==> src/rtl/comporta_pkg.sv <==
// Shared definitions for the gate servo path: position width, PWM FSM
// encodings and the default 50 MHz timing constants.
package comporta_pkg;

    localparam int POS_W                = 3;
    localparam int PERIODO_PADRAO       = 1_000_000;
    localparam int LARGURA_MIN_PADRAO   = 50_000;
    localparam int LARGURA_PASSO_PADRAO = 7_142;
    localparam int POSICOES_PADRAO      = 8;

    typedef enum logic [1:0] {
        DESLIGADO = 2'd0,
        ALTO      = 2'd1,
        BAIXO     = 2'd2
    } estado_t;

    // Debug code for the state register; any unlisted encoding reads as F.
    function automatic logic [3:0] db_codigo(input estado_t estado);
        logic [3:0] codigo;
        case (estado)
            DESLIGADO: codigo = 4'h0;
            ALTO:      codigo = 4'h1;
            BAIXO:     codigo = 4'h2;
            default:   codigo = 4'hF;
        endcase
        return codigo;
    endfunction

endpackage

==> src/rtl/comporta_pwm_contador_periodo.sv <==
// Period counter for the servo PWM: synchronous clear has priority over
// enable, terminal flags the last clock of a period.
module contador_periodo
    import comporta_pkg::*;
#(
    parameter int PERIODO = PERIODO_PADRAO,
    parameter int CONT_W  = $clog2(PERIODO)
) (
    input  logic              clock,
    input  logic              reset,
    input  logic              limpar,
    input  logic              habilitar,
    output logic [CONT_W-1:0] cont,
    output logic              terminal
);

    logic [CONT_W-1:0] cont_q;
    logic [CONT_W-1:0] cont_d;

    // Next count value
    always_comb begin
        cont_d = cont_q;
        if (limpar) begin
            cont_d = {CONT_W{1'b0}};
        end else if (habilitar) begin
            cont_d = cont_q + {{(CONT_W-1){1'b0}}, 1'b1};
        end else begin
            cont_d = cont_q;
        end
    end

    // Count register
    always_ff @(posedge clock or posedge reset) begin
        if (reset) begin
            cont_q <= {CONT_W{1'b0}};
        end else begin
            cont_q <= cont_d;
        end
    end

    assign cont     = cont_q;
    assign terminal = (cont_q == CONT_W'(PERIODO - 1));

endmodule

==> src/rtl/comporta_pwm.sv <==
// Gate servo PWM stage: fixed-period pulse whose width follows the position
// latched at each period boundary, so a live position change never glitches.
module comporta_pwm
    import comporta_pkg::*;
#(
    parameter int PERIODO       = PERIODO_PADRAO,
    parameter int LARGURA_MIN   = LARGURA_MIN_PADRAO,
    parameter int LARGURA_PASSO = LARGURA_PASSO_PADRAO,
    parameter int POSICOES      = POSICOES_PADRAO
) (
    input  logic             clock,
    input  logic             reset,
    input  logic             ligar,
    input  logic [POS_W-1:0] posicao,
    output logic             pwm,
    output logic             fimPeriodo,
    output logic [POS_W-1:0] posicaoAplicada,
    output logic [3:0]       dbEstado
);

    localparam int CONT_W = $clog2(PERIODO);
    localparam logic [POS_W:0] POS_LIMITE = (POS_W + 1)'(POSICOES);
    localparam logic [POS_W:0] POS_MAX    = (POS_W + 1)'(POSICOES - 1);

    estado_t           estado_q;
    estado_t           estado_d;
    logic              pwm_q;
    logic              pwm_d;
    logic [POS_W-1:0]  posicao_aplicada_q;
    logic [POS_W-1:0]  posicao_aplicada_d;
    logic [POS_W-1:0]  posicao_sat_s;
    logic [CONT_W-1:0] cont_s;
    logic [CONT_W-1:0] largura_s;
    logic              terminal_s;
    logic              limpar_s;
    logic              habilitar_s;
    logic              capturar_s;
    logic              fim_s;

    contador_periodo #(
        .PERIODO (PERIODO),
        .CONT_W  (CONT_W)
    ) u_contador (
        .clock     (clock),
        .reset     (reset),
        .limpar    (limpar_s),
        .habilitar (habilitar_s),
        .cont      (cont_s),
        .terminal  (terminal_s)
    );

    assign posicao_sat_s = ({1'b0, posicao} >= POS_LIMITE) ? POS_MAX[POS_W-1:0] : posicao;

    // Width comes only from the latched position, never from the live input.
    assign largura_s = CONT_W'(LARGURA_MIN)
                     + CONT_W'(LARGURA_PASSO) * CONT_W'(posicao_aplicada_q);

    // Next-state, pwm and counter control
    always_comb begin
        estado_d    = estado_q;
        pwm_d       = pwm_q;
        limpar_s    = 1'b0;
        habilitar_s = 1'b0;
        capturar_s  = 1'b0;
        fim_s       = 1'b0;
        case (estado_q)
            DESLIGADO: begin
                limpar_s = 1'b1;
                pwm_d    = 1'b0;
                if (ligar) begin
                    estado_d   = ALTO;
                    pwm_d      = 1'b1;
                    capturar_s = 1'b1;
                end else begin
                    estado_d   = DESLIGADO;
                end
            end
            ALTO: begin
                habilitar_s = 1'b1;
                pwm_d       = 1'b1;
                if (cont_s == largura_s - {{(CONT_W-1){1'b0}}, 1'b1}) begin
                    estado_d = BAIXO;
                    pwm_d    = 1'b0;
                end else begin
                    estado_d = ALTO;
                end
            end
            BAIXO: begin
                habilitar_s = 1'b1;
                pwm_d       = 1'b0;
                if (terminal_s) begin
                    fim_s    = 1'b1;
                    limpar_s = 1'b1;
                    // Restarting straight into ALTO keeps periods back to back.
                    if (ligar) begin
                        estado_d   = ALTO;
                        pwm_d      = 1'b1;
                        capturar_s = 1'b1;
                    end else begin
                        estado_d   = DESLIGADO;
                    end
                end else begin
                    estado_d = BAIXO;
                end
            end
            default: begin
                estado_d = DESLIGADO;
                pwm_d    = 1'b0;
                limpar_s = 1'b1;
            end
        endcase
    end

    // Position capture on every entry into ALTO
    always_comb begin
        if (capturar_s) begin
            posicao_aplicada_d = posicao_sat_s;
        end else begin
            posicao_aplicada_d = posicao_aplicada_q;
        end
    end

    // State, pwm and captured-position registers
    always_ff @(posedge clock or posedge reset) begin
        if (reset) begin
            estado_q           <= DESLIGADO;
            pwm_q              <= 1'b0;
            posicao_aplicada_q <= {POS_W{1'b0}};
        end else begin
            estado_q           <= estado_d;
            pwm_q              <= pwm_d;
            posicao_aplicada_q <= posicao_aplicada_d;
        end
    end

    assign pwm             = pwm_q;
    assign fimPeriodo      = fim_s;
    assign posicaoAplicada = posicao_aplicada_q;
    assign dbEstado        = db_codigo(estado_q);

endmodule
==> config.mk <==
export PLATFORM = sky130hd
export DESIGN_NAME = comporta_pwm
export DESIGN_NICKNAME = d
export VERILOG_FILES = /design/src/rtl/comporta_pkg.sv /design/src/rtl/comporta_pwm_contador_periodo.sv /design/src/rtl/comporta_pwm.sv
export SDC_FILE = /design/constraint.sdc
export NUM_CORES = 1
export LEC_CHECK = 0
export BUFFER_PORTS_ARGS = -buffer_cell sky130_fd_sc_hd__buf_2
export CAP_MARGIN = 20
export CORE_MARGIN = 5
export CORE_UTILIZATION = 30
export DETAILED_ROUTE_END_ITERATION = 8
export SLEW_MARGIN = 15
export SYNTH_ARGS = -nofsm -noshare
export SYNTH_HDL_FRONTEND = slang
export SYNTH_SLANG_ARGS = --single-unit
==> constraint.sdc <==
create_clock -name clock -period 8.5 [get_ports clock]
set_input_delay 0.425 -clock clock [delete_from_list [all_inputs] [get_ports clock]]
set_output_delay 0.425 -clock clock [all_outputs]
set_load 0.02 [all_outputs]
==> metrics.txt <==
slew at the pin closest to its max-slew limit 714 ps; wire length of the first global-routing pass 9960 µm; number of CTS-inserted buffers 3; Cell Area, Placed 2610 µm²; Final Hold Violating Endpoints 0; area growth from synthesis to final layout 7.79%; antenna diode instance count 0; total I/O pin count 15; synth unique cells 65; number of warnings reported in the yosys synthesis log 0; required time of the critical path 8710 ps; number of antenna violations at the first check in global routing 0; synthesized flop and latch total 25; post-detailed-routing wire length 5640 µm; number of buffers added on ports 14; height of the chip 101 µm; number of iterations in the first detailed-routing pass 4; RePlAce Congestion 0.823; Cell Rows 33; peak fanout along the critical path 20; area of the die 10200 µm²; Fin Setup TNS 0 ps; sequential element share of the synthesized area 25.1%; CTS Buffer Depth 2; fraction of synthesis flops using an asynchronous set or reset pin 100%; via count of the first global-routing pass 2051; drc violations 0; count of flip-flops with a built-in enable after synthesis 0; # resized after CTS 0; Core Region 8130 µm²; Congestion Overflow GR 0; H-Tree Depth 1; Max-Cap Viols 0; detailed placer's ending HPWL 4480 µm; synthesized area per cell 8.44 µm²; largest net degree at the start of global routing 26; final std cell area, no fill 2690 µm²; Final Skew 4.33 ps; post-synthesis instance area 2490 µm²; outcome completed; Pleak 1.15 nW; RSZ-0062 raised after global routing false; critical path endpoint category flop; sinks on the clock net 25; effective utilization at floorplan 30.6%; fin nets 326; post-synthesis cell count 295; via density per instance 5.18; count of final setup violators 0; power per standard cell area 407 nW/µm²; number of pins exceeding their max-slew limit in the final report 0; Fmax 261 MHz; Setup Fix Bufs, Post-CTS 0; Post-CTS Hold Fix Bufs 0; arrival time of the worst setup path 4040 ps; critical path class flop to flop; Root Buffer Master sky130_fd_sc_hd__clkbuf_8; via count 2093; Mapped Nets 321; residual antenna-violating net count after detailed routing 0; initial DRC count 154; most frequently used flop master after synthesis sky130_fd_sc_hd__dfrtp_1; clock latency on the worst-skew pair 260 ps; fraction of the cycle the final worst path needs 45.1%; dpl cells 399; worst slew slack as a fraction of its limit 52.4%; per-cell routed wire length 14.0 µm; post-layout min period 3830 ps; share of cells above drive strength 1 11.4%; register clock-pin slew on the reported worst setup and hold paths 90 ps; non-filler instance count after layout 404; peak supply drop 0.160 mV; CTS tree built; die span in x 101 µm; Hold Crit Class input port to async pin; crit path launch type flop; Total Routing Usage GR 11.8%
## stage by stage
step	util, %	setup slack [ps]	power (mW)	hold slack (ps)
2_1_floorplan	-	5060	0.871	452
3_3_place_gp	32.1	4740	1.01	532
3_5_place_dp	32.1	4700	1.02	534
4_1_cts	32.7	4660	1.09	365
5_1_grt	33.0	4430	1.20	200
6_report	33.0	4670	1.09	161
## final timing paths
kind	from	end	slack, ps	depth (start not counted)
worst max-delay path	posicaoAplicada[0]	estado_q[1]	4670	11
worst min-delay path	reset	u_contador.cont[11]	160	2
worst max register to register	posicaoAplicada[0]	estado_q[1]	4670	11
worst min register to register	u_contador.cont[0]	u_contador.cont[0]	550	1
max in group asynchronous	reset	u_contador.cont[5]	7900	3
min in group clock	posicao[0]	posicaoAplicada[0]	370	3
## Yosys cell counts, types with 2 or more instances
master / count / area share, %
sky130_fd_sc_hd__nor2_1: 40 / 6.0
sky130_fd_sc_hd__dfrtp_1: 25 / 25
sky130_fd_sc_hd__xnor2_1: 21 / 7.4
sky130_fd_sc_hd__nand2_1: 20 / 3.0
sky130_fd_sc_hd__ha_1: 18 / 9.0
sky130_fd_sc_hd__xor2_1: 18 / 6.3
sky130_fd_sc_hd__inv_1: 14 / 2.1
sky130_fd_sc_hd__nand3_1: 14 / 2.8
sky130_fd_sc_hd__nor3_1: 11 / 2.2
sky130_fd_sc_hd__o21ai_0: 9 / 1.8
sky130_fd_sc_hd__and3_1: 8 / 2.0
sky130_fd_sc_hd__clkbuf_1: 8 / 1.2
sky130_fd_sc_hd__nand4_1: 8 / 2.0
sky130_fd_sc_hd__a21oi_1: 4 / 0.80
sky130_fd_sc_hd__buf_2: 4 / 0.80
sky130_fd_sc_hd__nor4_1: 4 / 1.0
sky130_fd_sc_hd__or2_2: 4 / 1.0
sky130_fd_sc_hd__a31oi_1: 3 / 0.75
sky130_fd_sc_hd__nand2b_1: 3 / 0.75
sky130_fd_sc_hd__o21a_1: 3 / 0.90
sky130_fd_sc_hd__a211oi_1: 2 / 0.60
sky130_fd_sc_hd__a211oi_2: 2 / 1.0
sky130_fd_sc_hd__and2b_1: 2 / 0.60
sky130_fd_sc_hd__buf_6: 2 / 0.90
sky130_fd_sc_hd__fa_1: 2 / 1.6
sky130_fd_sc_hd__nor3b_1: 2 / 0.60
sky130_fd_sc_hd__o21ai_1: 2 / 0.40
sky130_fd_sc_hd__o221ai_1: 2 / 0.70
sky130_fd_sc_hd__o32ai_1: 2 / 0.70
sky130_fd_sc_hd__or2b_1: 2 / 0.60
sky130_fd_sc_hd__xnor3_1: 2 / 1.8
## kinds of logic after synthesis
logic type               after synthesis  share of synthesized area [%]
flip-flops                            25                           25.1
buffers and inverters                 29                           5.32
adder cells (fa/ha/maj)               20                           10.6
AND/OR/NAND/NOR                      126                           25.4
AO/OA/AOI/OAI                         51                           16.5
multiplexers                           2                          0.854
XOR/XNOR                              42                           16.2
## cell usage in the layout (no fill, tap or decap), types with 3 or more instances in the layout
master and count:
sky130_fd_sc_hd__a21oi_1 4, sky130_fd_sc_hd__a31oi_1 3, sky130_fd_sc_hd__nor2_1 40, sky130_fd_sc_hd__nand3_1 14, sky130_fd_sc_hd__clkbuf_8 3, sky130_fd_sc_hd__xnor2_1 21, sky130_fd_sc_hd__and3_1 8, sky130_fd_sc_hd__nand2b_1 3
sky130_fd_sc_hd__inv_1 14, sky130_fd_sc_hd__dfrtp_1 25, sky130_fd_sc_hd__ha_1 18, sky130_fd_sc_hd__buf_2 14, sky130_fd_sc_hd__nor4_1 4, sky130_fd_sc_hd__nor3_1 11, sky130_fd_sc_hd__xor2_1 18, sky130_fd_sc_hd__o21a_1 3
sky130_fd_sc_hd__or2_2 4, sky130_fd_sc_hd__o21ai_0 9, sky130_fd_sc_hd__nand4_1 8, sky130_fd_sc_hd__nand2_1 20
## state kept, by name (all words and copies together), names as in the netlist
name / cells
u_contador.cont: 20
pwm: 1
posicaoAplicada: 3
estado_q: 1
## power by group
group | switching, mW | internal, mW
sequential | 0.0308 | 0.134
clock | 0.0361 | 0.0334
combinational | 0.499 | 0.360
## critical path, cell delays in order, from the launching register on
cell	delay [ps]
sky130_fd_sc_hd__dfrtp_1	730
sky130_fd_sc_hd__inv_1	210
sky130_fd_sc_hd__ha_1	460
sky130_fd_sc_hd__ha_1	440
sky130_fd_sc_hd__and3_1	230
sky130_fd_sc_hd__or4_1	510
sky130_fd_sc_hd__o311ai_1	120
sky130_fd_sc_hd__or2_2	200
sky130_fd_sc_hd__nor2_1	40
sky130_fd_sc_hd__a221o_1	360
sky130_fd_sc_hd__nor4_2	280
sky130_fd_sc_hd__a41o_1	210
## per-layer routing
metal  vias up  track usage (%)  share of wire [%]
li1       1049                -                  -
met1       989             17.4                 49
met2        53             18.3                 45
met3         2             2.49                5.3
met4         0             1.64               0.44
met5         -                0                  0
## cell type report
cell class,count,area [µm²]
clock buffers,4,45.0
fillers,843,5450
inverters,14,52.6
multi-input cells,241,1730
flip-flops and latches,25,626
well taps,105,131
repair buffers,15,97.6
(Power assumes the default switching activity.)
